File: config.mk
export PLATFORM = sky130hd
export DESIGN_NAME = ahb_master_flat
export DESIGN_NICKNAME = d
export VERILOG_FILES = /design/src/rtl/ahb_master_if.sv /design/src/rtl/ahb_master.sv /design/src/flat_wrapper.sv
export SDC_FILE = /design/constraint.sdc
export NUM_CORES = 1
export LEC_CHECK = 0
export ABC_AREA = 1
export BUFFER_PORTS_ARGS = -buffer_cell sky130_fd_sc_hd__buf_2
export CELL_PAD_IN_SITES_DETAIL_PLACEMENT = 1
export CELL_PAD_IN_SITES_GLOBAL_PLACEMENT = 1
export CORE_ASPECT_RATIO = 1.5
export CORE_MARGIN = 3
export CORE_UTILIZATION = 25
export CTS_BUF_LIST = sky130_fd_sc_hd__clkbuf_4
export DETAILED_ROUTE_END_ITERATION = 10
export PLACE_DENSITY_LB_ADDON = 0.1
export REMOVE_ABC_BUFFERS = 1
export SLEW_MARGIN = 20
export SYNTH_ARGS = -nofsm -noshare
export SYNTH_HDL_FRONTEND = slang
export SYNTH_SLANG_ARGS = --single-unit
export TNS_END_PERCENT = 1
File: constraint.sdc
create_clock -name hclk -period 5.75 [get_ports hclk]
set_input_delay 0.575 -clock hclk [delete_from_list [all_inputs] [get_ports hclk]]
set_output_delay 0.575 -clock hclk [all_outputs]
set_load 0.1 [all_outputs]
File: src/rtl/ahb_master_if.sv
// Command/response and AHB-Lite bus signals for ahb_master.
// The master modport is the bus master side; slave is its mirror.
interface ahb_master_if #(
    parameter int addrWidth = 8,
    parameter int dataWidth = 32
);
    logic                 cmd_valid;
    logic                 cmd_ready;
    logic                 cmd_write;
    logic [addrWidth-1:0] cmd_addr;
    logic [dataWidth-1:0] cmd_wdata;
    logic                 rsp_valid;
    logic [dataWidth-1:0] rsp_rdata;
    logic                 wr_done;
    logic [1:0]           htrans;
    logic [addrWidth-1:0] haddr;
    logic                 hwrite;
    logic [dataWidth-1:0] hwdata;
    logic                 hready;
    logic [dataWidth-1:0] hrdata;

    modport master (
        input  cmd_valid, cmd_write, cmd_addr, cmd_wdata,
        input  hready, hrdata,
        output cmd_ready, rsp_valid, rsp_rdata, wr_done,
        output htrans, haddr, hwrite, hwdata
    );

    modport slave (
        output cmd_valid, cmd_write, cmd_addr, cmd_wdata,
        output hready, hrdata,
        input  cmd_ready, rsp_valid, rsp_rdata, wr_done,
        input  htrans, haddr, hwrite, hwdata
    );
endinterface

File: src/rtl/ahb_master.sv
// Pipelined single-transfer AHB-Lite master: one NONSEQ per accepted
// command, address phase overlapping the previous data phase.
module ahb_master #(
    parameter int addrWidth = 8,
    parameter int dataWidth = 32
) (
    input logic hclk,
    input logic hreset,
    ahb_master_if.master bus
);
    localparam logic [1:0] TransIdle   = 2'b00;
    localparam logic [1:0] TransNonseq = 2'b10;

    logic [1:0]           htrans_q, htrans_d;
    logic [addrWidth-1:0] haddr_q, haddr_d;
    logic                 hwrite_q, hwrite_d;
    logic [dataWidth-1:0] wdata_q, wdata_d;
    logic                 dp_valid_q, dp_valid_d;
    logic                 dp_write_q, dp_write_d;
    logic [dataWidth-1:0] hwdata_q, hwdata_d;
    logic                 rsp_valid_q, rsp_valid_d;
    logic [dataWidth-1:0] rsp_rdata_q, rsp_rdata_d;
    logic                 wr_done_q, wr_done_d;
    logic                 ap_valid;
    logic                 accept;

    // A command can only enter when the bus is advancing and not in reset.
    assign bus.cmd_ready = bus.hready & ~hreset;
    assign accept        = bus.cmd_valid & bus.cmd_ready;
    assign ap_valid      = (htrans_q == TransNonseq);

    // Next state: every phase advances together on hready, else all hold.
    always_comb begin
        htrans_d    = htrans_q;
        haddr_d     = haddr_q;
        hwrite_d    = hwrite_q;
        wdata_d     = wdata_q;
        dp_valid_d  = dp_valid_q;
        dp_write_d  = dp_write_q;
        hwdata_d    = hwdata_q;
        rsp_valid_d = 1'b0;
        rsp_rdata_d = rsp_rdata_q;
        wr_done_d   = 1'b0;
        if (bus.hready) begin
            dp_valid_d = ap_valid;
            dp_write_d = hwrite_q;
            if (ap_valid && hwrite_q) begin
                hwdata_d = wdata_q;
            end
            if (dp_valid_q) begin
                if (dp_write_q) begin
                    wr_done_d = 1'b1;
                end else begin
                    rsp_valid_d = 1'b1;
                    rsp_rdata_d = bus.hrdata;
                end
            end
            if (accept) begin
                htrans_d = TransNonseq;
                haddr_d  = bus.cmd_addr;
                hwrite_d = bus.cmd_write;
                wdata_d  = bus.cmd_wdata;
            end else begin
                htrans_d = TransIdle;
            end
        end
    end

    // State registers; reset discards any transfer in flight.
    always_ff @(posedge hclk or posedge hreset) begin
        if (hreset) begin
            htrans_q    <= TransIdle;
            haddr_q     <= '0;
            hwrite_q    <= 1'b0;
            wdata_q     <= '0;
            dp_valid_q  <= 1'b0;
            dp_write_q  <= 1'b0;
            hwdata_q    <= '0;
            rsp_valid_q <= 1'b0;
            rsp_rdata_q <= '0;
            wr_done_q   <= 1'b0;
        end else begin
            htrans_q    <= htrans_d;
            haddr_q     <= haddr_d;
            hwrite_q    <= hwrite_d;
            wdata_q     <= wdata_d;
            dp_valid_q  <= dp_valid_d;
            dp_write_q  <= dp_write_d;
            hwdata_q    <= hwdata_d;
            rsp_valid_q <= rsp_valid_d;
            rsp_rdata_q <= rsp_rdata_d;
            wr_done_q   <= wr_done_d;
        end
    end

    assign bus.htrans    = htrans_q;
    assign bus.haddr     = haddr_q;
    assign bus.hwrite    = hwrite_q;
    assign bus.hwdata    = hwdata_q;
    assign bus.rsp_valid = rsp_valid_q;
    assign bus.rsp_rdata = rsp_rdata_q;
    assign bus.wr_done   = wr_done_q;
endmodule

File: src/flat_wrapper.sv
// flat-port wrapper written by rule: the top's interface ports become plain ports
module ahb_master_flat 
#(
    parameter int addrWidth = 8,
    parameter int dataWidth = 32
)
  (hclk, hreset, bus_cmd_valid, bus_cmd_write, bus_cmd_addr, bus_cmd_wdata, bus_hready, bus_hrdata, bus_cmd_ready, bus_rsp_valid, bus_rsp_rdata, bus_wr_done, bus_htrans, bus_haddr, bus_hwrite, bus_hwdata);
  ahb_master_if #(.addrWidth(addrWidth), .dataWidth(dataWidth)) bus_i ();
  input logic hclk;
  input logic hreset;
  input wire logic [$bits(bus_i.cmd_valid)-1:0] bus_cmd_valid;
  input wire logic [$bits(bus_i.cmd_write)-1:0] bus_cmd_write;
  input wire logic [$bits(bus_i.cmd_addr)-1:0] bus_cmd_addr;
  input wire logic [$bits(bus_i.cmd_wdata)-1:0] bus_cmd_wdata;
  input wire logic [$bits(bus_i.hready)-1:0] bus_hready;
  input wire logic [$bits(bus_i.hrdata)-1:0] bus_hrdata;
  output wire logic [$bits(bus_i.cmd_ready)-1:0] bus_cmd_ready;
  output wire logic [$bits(bus_i.rsp_valid)-1:0] bus_rsp_valid;
  output wire logic [$bits(bus_i.rsp_rdata)-1:0] bus_rsp_rdata;
  output wire logic [$bits(bus_i.wr_done)-1:0] bus_wr_done;
  output wire logic [$bits(bus_i.htrans)-1:0] bus_htrans;
  output wire logic [$bits(bus_i.haddr)-1:0] bus_haddr;
  output wire logic [$bits(bus_i.hwrite)-1:0] bus_hwrite;
  output wire logic [$bits(bus_i.hwdata)-1:0] bus_hwdata;
  assign bus_i.cmd_valid = bus_cmd_valid;
  assign bus_i.cmd_write = bus_cmd_write;
  assign bus_i.cmd_addr = bus_cmd_addr;
  assign bus_i.cmd_wdata = bus_cmd_wdata;
  assign bus_i.hready = bus_hready;
  assign bus_i.hrdata = bus_hrdata;
  assign bus_cmd_ready = bus_i.cmd_ready;
  assign bus_rsp_valid = bus_i.rsp_valid;
  assign bus_rsp_rdata = bus_i.rsp_rdata;
  assign bus_wr_done = bus_i.wr_done;
  assign bus_htrans = bus_i.htrans;
  assign bus_haddr = bus_i.haddr;
  assign bus_hwrite = bus_i.hwrite;
  assign bus_hwdata = bus_i.hwdata;
  ahb_master #(.addrWidth(addrWidth), .dataWidth(dataWidth)) u_core (.hclk(hclk), .hreset(hreset), .bus(bus_i));
endmodule
### Word level (Yosys, flattened, before mapping)

Cells that the tools add are included.

| operators by class | value |
|---|---|
| reduce and logical (&&, ||, !) cells | 4 |
| equality and inequality tests | 1 |
| bitwise logic cells | 4 |
| mux-type cells | 7 |

Operator list:

| kind | count |
|---|---|
| two-way mux 1 bit | 6 |
| AND reduction 2 bit | 2 |
| AND reduction 3 bit | 1 |
| bitwise AND 1 bit | 2 |
| == test 2 bit (second input constant) | 1 |
| two-way mux 2 bit | 1 |
| NOT 1 bit | 2 |
| logical AND 1 bit | 1 |

| storage, ports and cells | value |
|---|---|
| word-level logic and storage cells | 26 |
| flip-flop bits (word level) | 111 |

### Depth between registers and ports, before layout

Gate-level depths: netlist (run 1).

| logic depth | value |
|---|---|
| depth in word-level cells | 4 |
| mapped depth | 5 |

### Worst setup path after synthesis (run 1)

OpenSTA, ideal clock, no wires.

| timing | value |
|---|---|
| kind | input to register |
| start point | input hreset |
| end point | register u_core.haddr_q[1], in the netlist u_core.bus.haddr[1] |
| buffers on the path | 1 |
| cell stages on the path | 4 |
| path slack | 1.223 ns |
| data required time | 5.665 ns |
| data arrival time | 4.442 ns |
| setup time | 0.085 ns |
| path through | clkinv_1 clkbuf_1 nand4_1 nand2_1 |

| on the way | value |
|---|---|
| cells in the longest elaborated chain, start to end | 4 |

Ends and longest elaborated chain:

| what | RTL line | RTL |
|---|---|---|
| start, declared | flat_wrapper.sv:10 | `input logic hreset;` |
| NOT 1 bit | ahb_master.sv:28 | `assign bus.cmd_ready = bus.hready & ~hreset;` |
| bitwise AND 1 bit | ahb_master.sv:28 |  |
| bitwise AND 1 bit | ahb_master.sv:29 | `assign accept = bus.cmd_valid & bus.cmd_ready;` |
| AND reduction 2 bit (no line) | -- |  |
| end signal, assigned | ahb_master.sv:84 | `haddr_q <= haddr_d;` |
| end, declared | ahb_master.sv:15 | `logic [addrWidth-1:0] haddr_q, haddr_d;` |

Every way passes these cells.
A chain may end at the register's enable or synchronous reset.

### Final worst setup path (run 1)

| timing | value |
|---|---|
| start point | input bus_hready |
| end point | output bus_cmd_ready |

| on the way | value |
|---|---|
| cells in the longest elaborated chain, start to end | 1 |

Ends and longest elaborated chain:

| what | RTL line | RTL |
|---|---|---|
| start, declared | flat_wrapper.sv:15 | `input wire logic [$bits(bus_i.hready)-1:0] bus_hready;` |
| bitwise AND 1 bit | ahb_master.sv:28 |  |
| end, declared | flat_wrapper.sv:17 | `output wire logic [$bits(bus_i.cmd_ready)-1:0] bus_cmd_ready;` |

Every way passes these cells.

==> flow_summary.json, run 1 <==
{
  "clockRootBuffer": "clkbuf_4",
  "cts_hold_buf": 0,
  "hpwl_um": 9038,
  "fin_crit_ns": 3.038,
  "slew_violations": 0,
  "die_w_um": 115.4,
  "ant_nets": 0,
  "final_cell_count_no_fill": 831,
  "drcViolationCount": 0,
  "seqPwrFrac": 0.337,
  "yosysMostFrequentCell": "nand2_1",
  "utilization": 0.3145,
  "r2r_cells": 6,
  "ys.flop_type": "dfrtp_1",
  "multiInputGateArea_um2": 1503,
  "rsz0062_at_grt": "no",
  "numCtsBuffers": 9,
  "slowest_delay_ns": 0.60,
  "grt_usage": 0.1443,
  "crit_family": "buffers and inverters",
  "end_kind": "output pin",
  "grt_pass1_wl_um": 22430,
  "fmax_mhz": 329.2,
  "r2r_end": "u_core.bus.rsp_rdata[21]",
  "crit_type": "input port to output pin",
  "initial_core_util": 0.2566,
  "core_region_area_um2": 17500,
  "post_cts_buffers": 0,
  "slew-limit-headroom": 0.3304,
  "internal_power_uw": 1327,
  "worst_pin_slew_ns": 1.003,
  "synth.avg_cell_area_um2": 9.162,
  "seq_area_um2": 2753,
  "setup_viol": 0,
  "ios": 155,
  "dp_cells": 818,
  "yosysTopAreaCellShare": 0.6132,
  "switching_share": 0.5852,
  "drv_cap": 0,
  "antenna_found_initial": 0,
  "reg2reg_slack_ns": 4.12,
  "dieArea_um2": 19630,
  "critPathSlowestCell": "buf_4",
  "dieHeight_um": 170.1,
  "synth_area_um2": 4489,
  "drive_gt1_frac": 0.2864,
  "wl_per_cell_um": 16.72,
  "path_cells": "buf_4, buf_4, inv_1, nor2_1, buf_2",
  "postLayoutCellArea_um2": 5503,
  "drtIter0Drc": 194,
  "gp_congestion": 0.6841,
  "synth_edf_count": 0,
  "io_buffers": 153,
  "yosysSeqAreaShare": 0.6132,
  "clock_sinks": 110,
  "finalCritPeriodShare": 0.5283,
  "async_reset_ff_frac": 1.000,
  "r2r-start": "u_core.dp_write_q",
  "p_leak_uw": 0.003085,
  "clock_tree.buffer_depth": 2,
  "viasPerCell": 4.738,
  "required_ns": 5.18,
  "p_sw_uw": 1873,
  "combPwrFrac": 0.547,
  "grt_start_max_net_pins": 60,
  "post_cts_resized": 0,
  "synthCells": 490,
  "synth_area_leaders": "dfrtp_1 (61%), nand2_1 (18%), nand4_1 (15%)",
  "fin_worst_skew_ns": 0.01207,
  "nNetsFinal": 693,
  "synth_warnings": 0,
  "cpMostUsedCell": "buf_4",
  "arrival_ns": 2.46,
  "via_count": 3937,
  "place_area_um2": 5389,
  "ys_ff_latch": 110,
  "grt_pass1_vias": 4203,
  "drtPass1Iterations": 4,
  "cp.depth": 5,
  "status": "completed",
  "overflow": 0,
  "pwr-share-clk": 0.116,
  "insertion_delay_ns": 0.45,
  "cts_max_level": 3,
  "netlist-cell-type-count": 13,
  "powerDensity_nw_per_um2": 581.6,
  "min_path_type": "input port to asynchronous set/reset pin",
  "cts_tree": "built",
  "area_delta_synth_final_pct": 22.58,
  "cp-start-kind": "input port",
  "fillers": 2101,
  "finalHoldViolCount": 0,
  "rows": 59,
  "n_antenna_cell": 0,
  "synthTopCellsByCount": "nand2_1 (214), dfrtp_1 (110), nand4_1 (105), buf_2 (26), clkbuf_1 (20)",
  "crit_path_max_fanout": 59,
  "critical_path_buf_inv_count": 4,
  "irDropWorstVdd_mv": 0.2345,
  "routed_wl_um": 13900,
  "cts.clk_slew.worst_paths_ns": 0.15,
  "yosysTopAreaCell": "dfrtp_1"
}
-- metal layers --
layer	track usage	routed length [um]	part of all wire
met5	0	0	0
met4	0.03677	136	0.0098
met3	0.04554	898	0.065
met2	0.2379	6772	0.49
met1	0.1834	6091	0.44
-- power by group through the flow --
stage                     logic, uW  clock network [uW]  registers (uW)
after global placement         1760                   0            1090
final                          1750                 370            1080
after global routing           1830                 436            1110
after floorplan                 197                   0            2330
after detailed placement       1770                   0            1100
after CTS                      1770                 401            1080
-- through the flow --
stage          hold WS, ns  total power (uW)  setup TNS, ns  setup WS (ns)
2_1_floorplan       0.4415              2527         -9.997        -0.2392
3_3_place_gp        0.4484              2850              0          2.754
3_5_place_dp        0.4592              2866              0          2.726
4_1_cts             0.1026              3254              0          2.719
5_1_grt            0.09950              3374              0          2.576
6_report            0.1335              3200              0          2.712
-- kinds of logic after synthesis --
| family | count (synthesis) | share of synthesized area |
|---|---|---|
| AO/OA/AOI/OAI | 2 | 0.002230 |
| flip-flops | 110 | 0.6132 |
| other | 1 | 0.0008353 |
| AND/OR/NAND/NOR | 324 | 0.3305 |
| buffers and inverters | 53 | 0.05323 |
-- final cells by class --
| class | count | share of cell area |
|---|---|---|
| Inverter | 5 | 0.004320 |
| Clock buffer | 10 | 0.01364 |
| Multi-Input combinational cell | 327 | 0.2731 |
| Sequential cell | 110 | 0.5002 |
| Timing Repair Buffer | 163 | 0.1533 |
| Tap cell | 213 | 0.04843 |
| Clock inverter | 3 | 0.007049 |
-- flip-flops by register name (all words and copies together) (netlist names) --
name,flops
u_core.bus.hwrite,1
u_core.bus.wr_done,1
u_core.bus.hwdata,32
u_core.wdata_q,32
u_core.bus.rsp_valid,1
u_core.dp_valid_q,1
u_core.bus.rsp_rdata,32
u_core.bus.htrans,1
u_core.bus.haddr,8
u_core.dp_write_q,1
-- worst max path at each step --
stage,startpoint,endpoint,slack (ns)
floorplan,hreset,u_core.bus.hwrite,-0.24
global placement,bus_hready,bus_cmd_ready,2.75
detailed placement,bus_hready,bus_cmd_ready,2.73
CTS,bus_hready,bus_cmd_ready,2.72
global route,bus_hready,bus_cmd_ready,2.58
finish,bus_hready,bus_cmd_ready,2.71
-- placed cells by master (no fill, tap or decap), drive strengths merged --
cell type,count
buf,163
bufinv,1
clkbuf,10
clkinv,3
conb,1
dfrtp,110
inv,4
nand2,214
nand3,3
nand4,105
nor2,1
nor3,1
o21ai,2
Power figures use the tool's default switching activity.
==> run 2, diff against run 1 <==
==> constraint.sdc (replaced) <==
create_clock -name hclk -period 2.7 [get_ports hclk]
set_input_delay 0.27 -clock hclk [delete_from_list [all_inputs] [get_ports hclk]]
set_output_delay 0.27 -clock hclk [all_outputs]
set_load 0.1 [all_outputs]
==> run 2 against run 1 <==
Register-to-register slack got worse by 2.9 ns. Sequential power up 110%. Critical path depth fell by 4. Clock power rose by 150%. Non-clock buffer count increased by 59. Routed wire length grew 6.0%. Worst setup slack lost 1.9 ns. Final cell count up 7.2%. Cell area grew 11%. Critical path type is now flip-flop to output pin. Largest power group unchanged.
==> flow_summary.json, run 2 (same netlist as run 1, synthesis figures left out) <==
{
  "fin_crit_ns": 1.905,
  "pwr-share-clk": 0.129,
  "slew-limit-headroom": 0.6448,
  "dieArea_um2": 19630,
  "clock_tree.buffer_depth": 2,
  "post_cts_buffers": 0,
  "detailedPlace.worstSlack_ns": 1.023,
  "rows": 59,
  "grt_pass1_wl_um": 24330,
  "mostFrequentLayoutCells": "nand2_1 (214), buf_2 (152), dfrtp_1 (110)",
  "final_cell_count_no_fill": 891,
  "n_antenna_cell": 0,
  "drv_cap": 0,
  "ant_nets": 0,
  "setup_viol": 0,
  "worst_pin_slew_ns": 0.5328,
  "drcViolationCount": 0,
  "fillers": 2105,
  "slew_violations": 0,
  "antenna_found_initial": 0,
  "wl_per_cell_um": 16.53,
  "p_leak_uw": 0.003348,
  "core_region_area_um2": 17500,
  "setup_ws_ns": 0.7950,
  "end_kind": "output pin",
  "drive_gt1_frac": 0.2699,
  "viasPerCell": 4.736,
  "crit_path_max_fanout": 8,
  "switching_share": 0.5770,
  "grt_start_max_net_pins": 76,
  "powerDensity_nw_per_um2": 1147,
  "critPathSlowestCell": "dfrtp_1",
  "p_sw_uw": 4052,
  "path_cells": "buf_2",
  "overflow": 0,
  "cts.clk_slew.worst_paths_ns": 0.17,
  "clockRootBuffer": "clkbuf_4",
  "routed_wl_um": 14730,
  "rsz0062_at_grt": "no",
  "initial_core_util": 0.2566,
  "grt_pass1_vias": 4614,
  "grt_usage": 0.1554,
  "die_w_um": 115.4,
  "drtPass1Iterations": 4,
  "insertion_delay_ns": 0.48,
  "area_delta_synth_final_pct": 36.40,
  "cts_max_level": 3,
  "slowest_delay_ns": 0.65,
  "ios": 155,
  "crit_family": "flip-flops",
  "arrival_ns": 1.64,
  "seqPwrFrac": 0.330,
  "via_count": 4220,
  "hpwl_um": 9340,
  "status": "completed",
  "io_buffers": 153,
  "fin_worst_skew_ns": 0.01988,
  "finalHoldViolCount": 0,
  "clock_sinks": 110,
  "critical_path_buf_inv_count": 1,
  "fmax_mhz": 524.9,
  "nNetsFinal": 752,
  "internal_power_uw": 2970,
  "final_common_cell": "nand2_1",
  "cp-start-kind": "flip-flop",
  "dieHeight_um": 170.1,
  "required_ns": 2.43,
  "cts_tree": "built",
  "gp_congestion": 0.6793,
  "drtIter0Drc": 149,
  "dp_cells": 823,
  "numCtsBuffers": 9,
  "combPwrFrac": 0.540,
  "post_cts_resized": 0,
  "crit_type": "flip-flop to output pin",
  "finalCritPeriodShare": 0.7056,
  "min_path_type": "input port to flip-flop",
  "irDropWorstVdd_mv": 0.5482
}
==> run 2: cell count changes in the layout (fill, tap and decap cells not counted) <==
cell and change:
buf_12 +1, buf_4 +4, bufinv_16 +1, clkbuf_4 -1
clkinvlp_4 +1, dlygate4sd3_1 +54
==> run 2: path summary, 6_finish.rpt <==
path / from / end / slack, ns / cells past startpoint
min: bus_cmd_wdata[23] / u_core.wdata_q[23] / 0.04 / 3
max in group asynchronous: hreset / u_core.bus.rsp_rdata[12] / 1.40 / 5
max: u_core.bus.htrans[1] / bus_htrans[1] / 0.79 / 1
max reg2reg: u_core.dp_write_q / u_core.bus.rsp_rdata[1] / 1.27 / 6
min reg2reg: u_core.bus.haddr[6] / u_core.bus.haddr[6] / 0.49 / 2
min in group asynchronous: hreset / u_core.bus.rsp_rdata[27] / 0.33 / 3
==> run 2: layout make-up <==
class	instances	area, um2	share of cell area
clock inverter	5	76.32	0.01246
sequential	110	2753	0.4495
timing repair buffer	222	1434	0.2342
inverter	5	23.77	0.003882
clock buffer	9	67.56	0.01103
tap	213	266.5	0.04352
multi-input combinational	327	1503	0.2454
==> run 2: through the flow <==
stage	util	hold WS [ns]	instance area, um2	setup TNS [ns]	total power, uW
CTS	0.3471	0.0006302	6073	0	7120
global placement	0.3109	0.3003	5439	0	6088
finish	0.3500	0.03606	6123	0	7022
global route	0.3500	0.0006760	6123	0	7389
detailed placement	0.3109	0.3122	5439	0	6122
floorplan	-	0.3794	4269	-127.73	5382
==> run 2: power groups by stage <==
stage	combinational (uW)	clock, uW	sequential, uW
finish	3790	909	2320
global placement	3740	0	2350
floorplan	420	0	4960
detailed placement	3760	0	2360
CTS	3820	971	2330
global route	3970	1030	2390
==> run 2: repair_timing <==
item | in CTS | in global routing
hold buffers | 49 | 5
endpoints found under the setup margin | 0 | 0
hold endpoints to repair | 77 | 5
==> run 2: metal layers <==
metal  vias to the layer above  global-route usage  share of wire
met5                         -                   0              0
met4                         0             0.03882          0.011
met3                        10             0.04055          0.054
met2                       109              0.2661           0.50
met1                      2076              0.1940           0.44
li1                       2025                   -              -
==> run 3, diff against run 2 <==
==> constraint.sdc (replaced) <==
create_clock -name hclk -period 1.8 [get_ports hclk]
set_input_delay 0.18 -clock hclk [delete_from_list [all_inputs] [get_ports hclk]]
set_output_delay 0.18 -clock hclk [all_outputs]
set_load 0.1 [all_outputs]
==> run 3 against run 2 <==
Worst setup slack got worse by 0.63 ns. Hold slack better by 0.14 ns. Sequential power up 48%. Critical path type is now input port to flip-flop. Power up 50%. Cell area rose by 4.9%. Register-to-register slack worse by 1.1 ns.
==> flow_summary.json, run 3 (same netlist as run 1, synthesis figures left out) <==
{
  "end_kind": "flip-flop",
  "ios": 155,
  "grt_pass1_vias": 4679,
  "post_cts_resized": 0,
  "slew_violations": 0,
  "dieHeight_um": 170.1,
  "p_leak_uw": 0.003465,
  "cpMostUsedCell": "dlygate4sd3_1",
  "status": "completed",
  "cts_tree": "built",
  "ant_nets": 0,
  "cts_max_level": 3,
  "arrival_ns": 2.07,
  "wl_per_cell_um": 15.81,
  "reg2reg_slack_ns": 0.20,
  "fin_crit_ns": 1.640,
  "routed_wl_um": 14500,
  "fmax_mhz": 609.8,
  "path_cells": "dlygate4sd3_1, buf_2, inv_6, buf_4, nand4_1, dlygate4sd3_1, nand2_1",
  "dieArea_um2": 19630,
  "cts.clk_slew.worst_paths_ns": 0.18,
  "rows": 59,
  "total_power_uw": 10520,
  "rsz0062_at_grt": "no",
  "required_ns": 2.23,
  "drtIter0Drc": 125,
  "drcViolationCount": 0,
  "clockRootBuffer": "clkbuf_4",
  "grt.met3_usage": 0.03664,
  "mostFrequentLayoutCells": "nand2_1 (214), buf_2 (149), dfrtp_1 (110)",
  "area_delta_synth_final_pct": 43.09,
  "slowest_delay_ns": 0.58,
  "overflow": 0,
  "insertion_delay_ns": 0.47,
  "antenna_found_initial": 2,
  "finalCritPeriodShare": 0.9111,
  "finalHoldViolCount": 0,
  "nNetsFinal": 775,
  "grt_pass1_wl_um": 24270,
  "powerDensity_nw_per_um2": 1638,
  "core_region_area_um2": 17500,
  "critical_path_buf_inv_count": 5,
  "cp.depth": 7,
  "r2r_cells": 5,
  "cp-startpoint": "hreset",
  "min_from": "bus_cmd_valid",
  "fin_worst_skew_ns": 0.01379,
  "place_area_um2": 5509,
  "cp-endpoint": "u_core.wdata_q[3]",
  "crit_path_max_fanout": 37,
  "numCtsBuffers": 9,
  "r2r-start": "u_core.dp_write_q",
  "r2r_end": "u_core.bus.rsp_rdata[20]",
  "met2_usage": 0.2634,
  "grt_start_max_net_pins": 94,
  "cp-start-kind": "input port",
  "met1_usage": 0.1940,
  "crit_type": "input port to flip-flop",
  "grt_usage": 0.1543,
  "crit_family": "buffers and inverters",
  "io_buffers": 153,
  "slew-limit-headroom": 0.6569,
  "min_path_type": "input port to flip-flop",
  "worst_pin_slew_ns": 0.5182,
  "fillers": 2073,
  "initial_core_util": 0.2566,
  "critPathSlowestCell": "dlygate4sd3_1",
  "irDropWorstVdd_mv": 0.6851,
  "clock_sinks": 110,
  "holdWs_ns": 0.1792,
  "drtPass1Iterations": 4,
  "drv_cap": 0,
  "clock_tree.buffer_depth": 2,
  "hpwl_um": 9211,
  "die_w_um": 115.4,
  "gp_congestion": 0.7137,
  "setup_tns_ns": 0,
  "drive_gt1_frac": 0.2632,
  "viasPerCell": 4.703,
  "final_common_cell": "nand2_1",
  "postLayoutCellArea_um2": 6424,
  "busiest_layer": "met2",
  "via_count": 4313,
  "setup_viol": 0
}
==> run 3: worst min path at each step <==
stage	endpoint	slack, ns	depth (start not counted)
finish	u_core.bus.htrans[1]	0.18	3
global route	u_core.bus.htrans[1]	0.14	3
CTS	u_core.bus.htrans[1]	0.12	3
detailed placement	u_core.bus.haddr[7]	0.36	3
global placement	u_core.bus.haddr[7]	0.35	3
floorplan	u_core.dp_valid_q	0.29	1
==> run 3: where the power goes <==
group          internal [uW]  total [uW]  switching (uW)
registers               3110        3440             331
clock network            431        1300             868
logic                    863        5780            4920
total                   4400       10500            6120
==> run 3: stage by stage <==
stage                       util  std cells  worst slack [ns]
after floorplan                -        442            -3.794
after global placement    0.3149        823            0.5878
after detailed placement  0.3149        823            0.5704
after CTS                 0.3670        916           0.07655
after global routing      0.3672        917           0.04172
final                     0.3672        917            0.1600
==> run 3: final cells by class <==
cell class / count / area, um2 / area share
Clock buffer: 9 / 67.56 / 0.01052
Multi-Input combinational cell: 327 / 1503 / 0.2339
Sequential cell: 110 / 2753 / 0.4285
Antenna cell: 1 / 2.502 / 0.0003896
Inverter: 5 / 23.77 / 0.003701
Clock inverter: 7 / 73.82 / 0.01149
Timing Repair Buffer: 245 / 1734 / 0.2700
Tap cell: 213 / 266.5 / 0.04149
==> run 3: worst reg2reg max path, cell delays in order (launching register included) <==
cell,delay (ns)
dfrtp_1,0.40
clkinv_1,0.05
buf_4,0.34
nand4_1,0.12
dlygate4sd3_1,0.58
nand2_1,0.07
==> run 3: timing repair <==
item / in CTS / in global routing
endpoints found under the setup margin: 0 / 0
hold endpoints to repair: 164 / 0
hold buffers: 77 / 0
buffers inserted: 0 / 0
==> run 3: metal layers <==
| layer | wire length [um] | vias up |
|---|---|---|
| li1 | - | 2067 |
| met1 | 6355 | 2112 |
| met2 | 7197 | 121 |
| met3 | 767 | 11 |
| met4 | 168 | 2 |
| met5 | 13 | - |
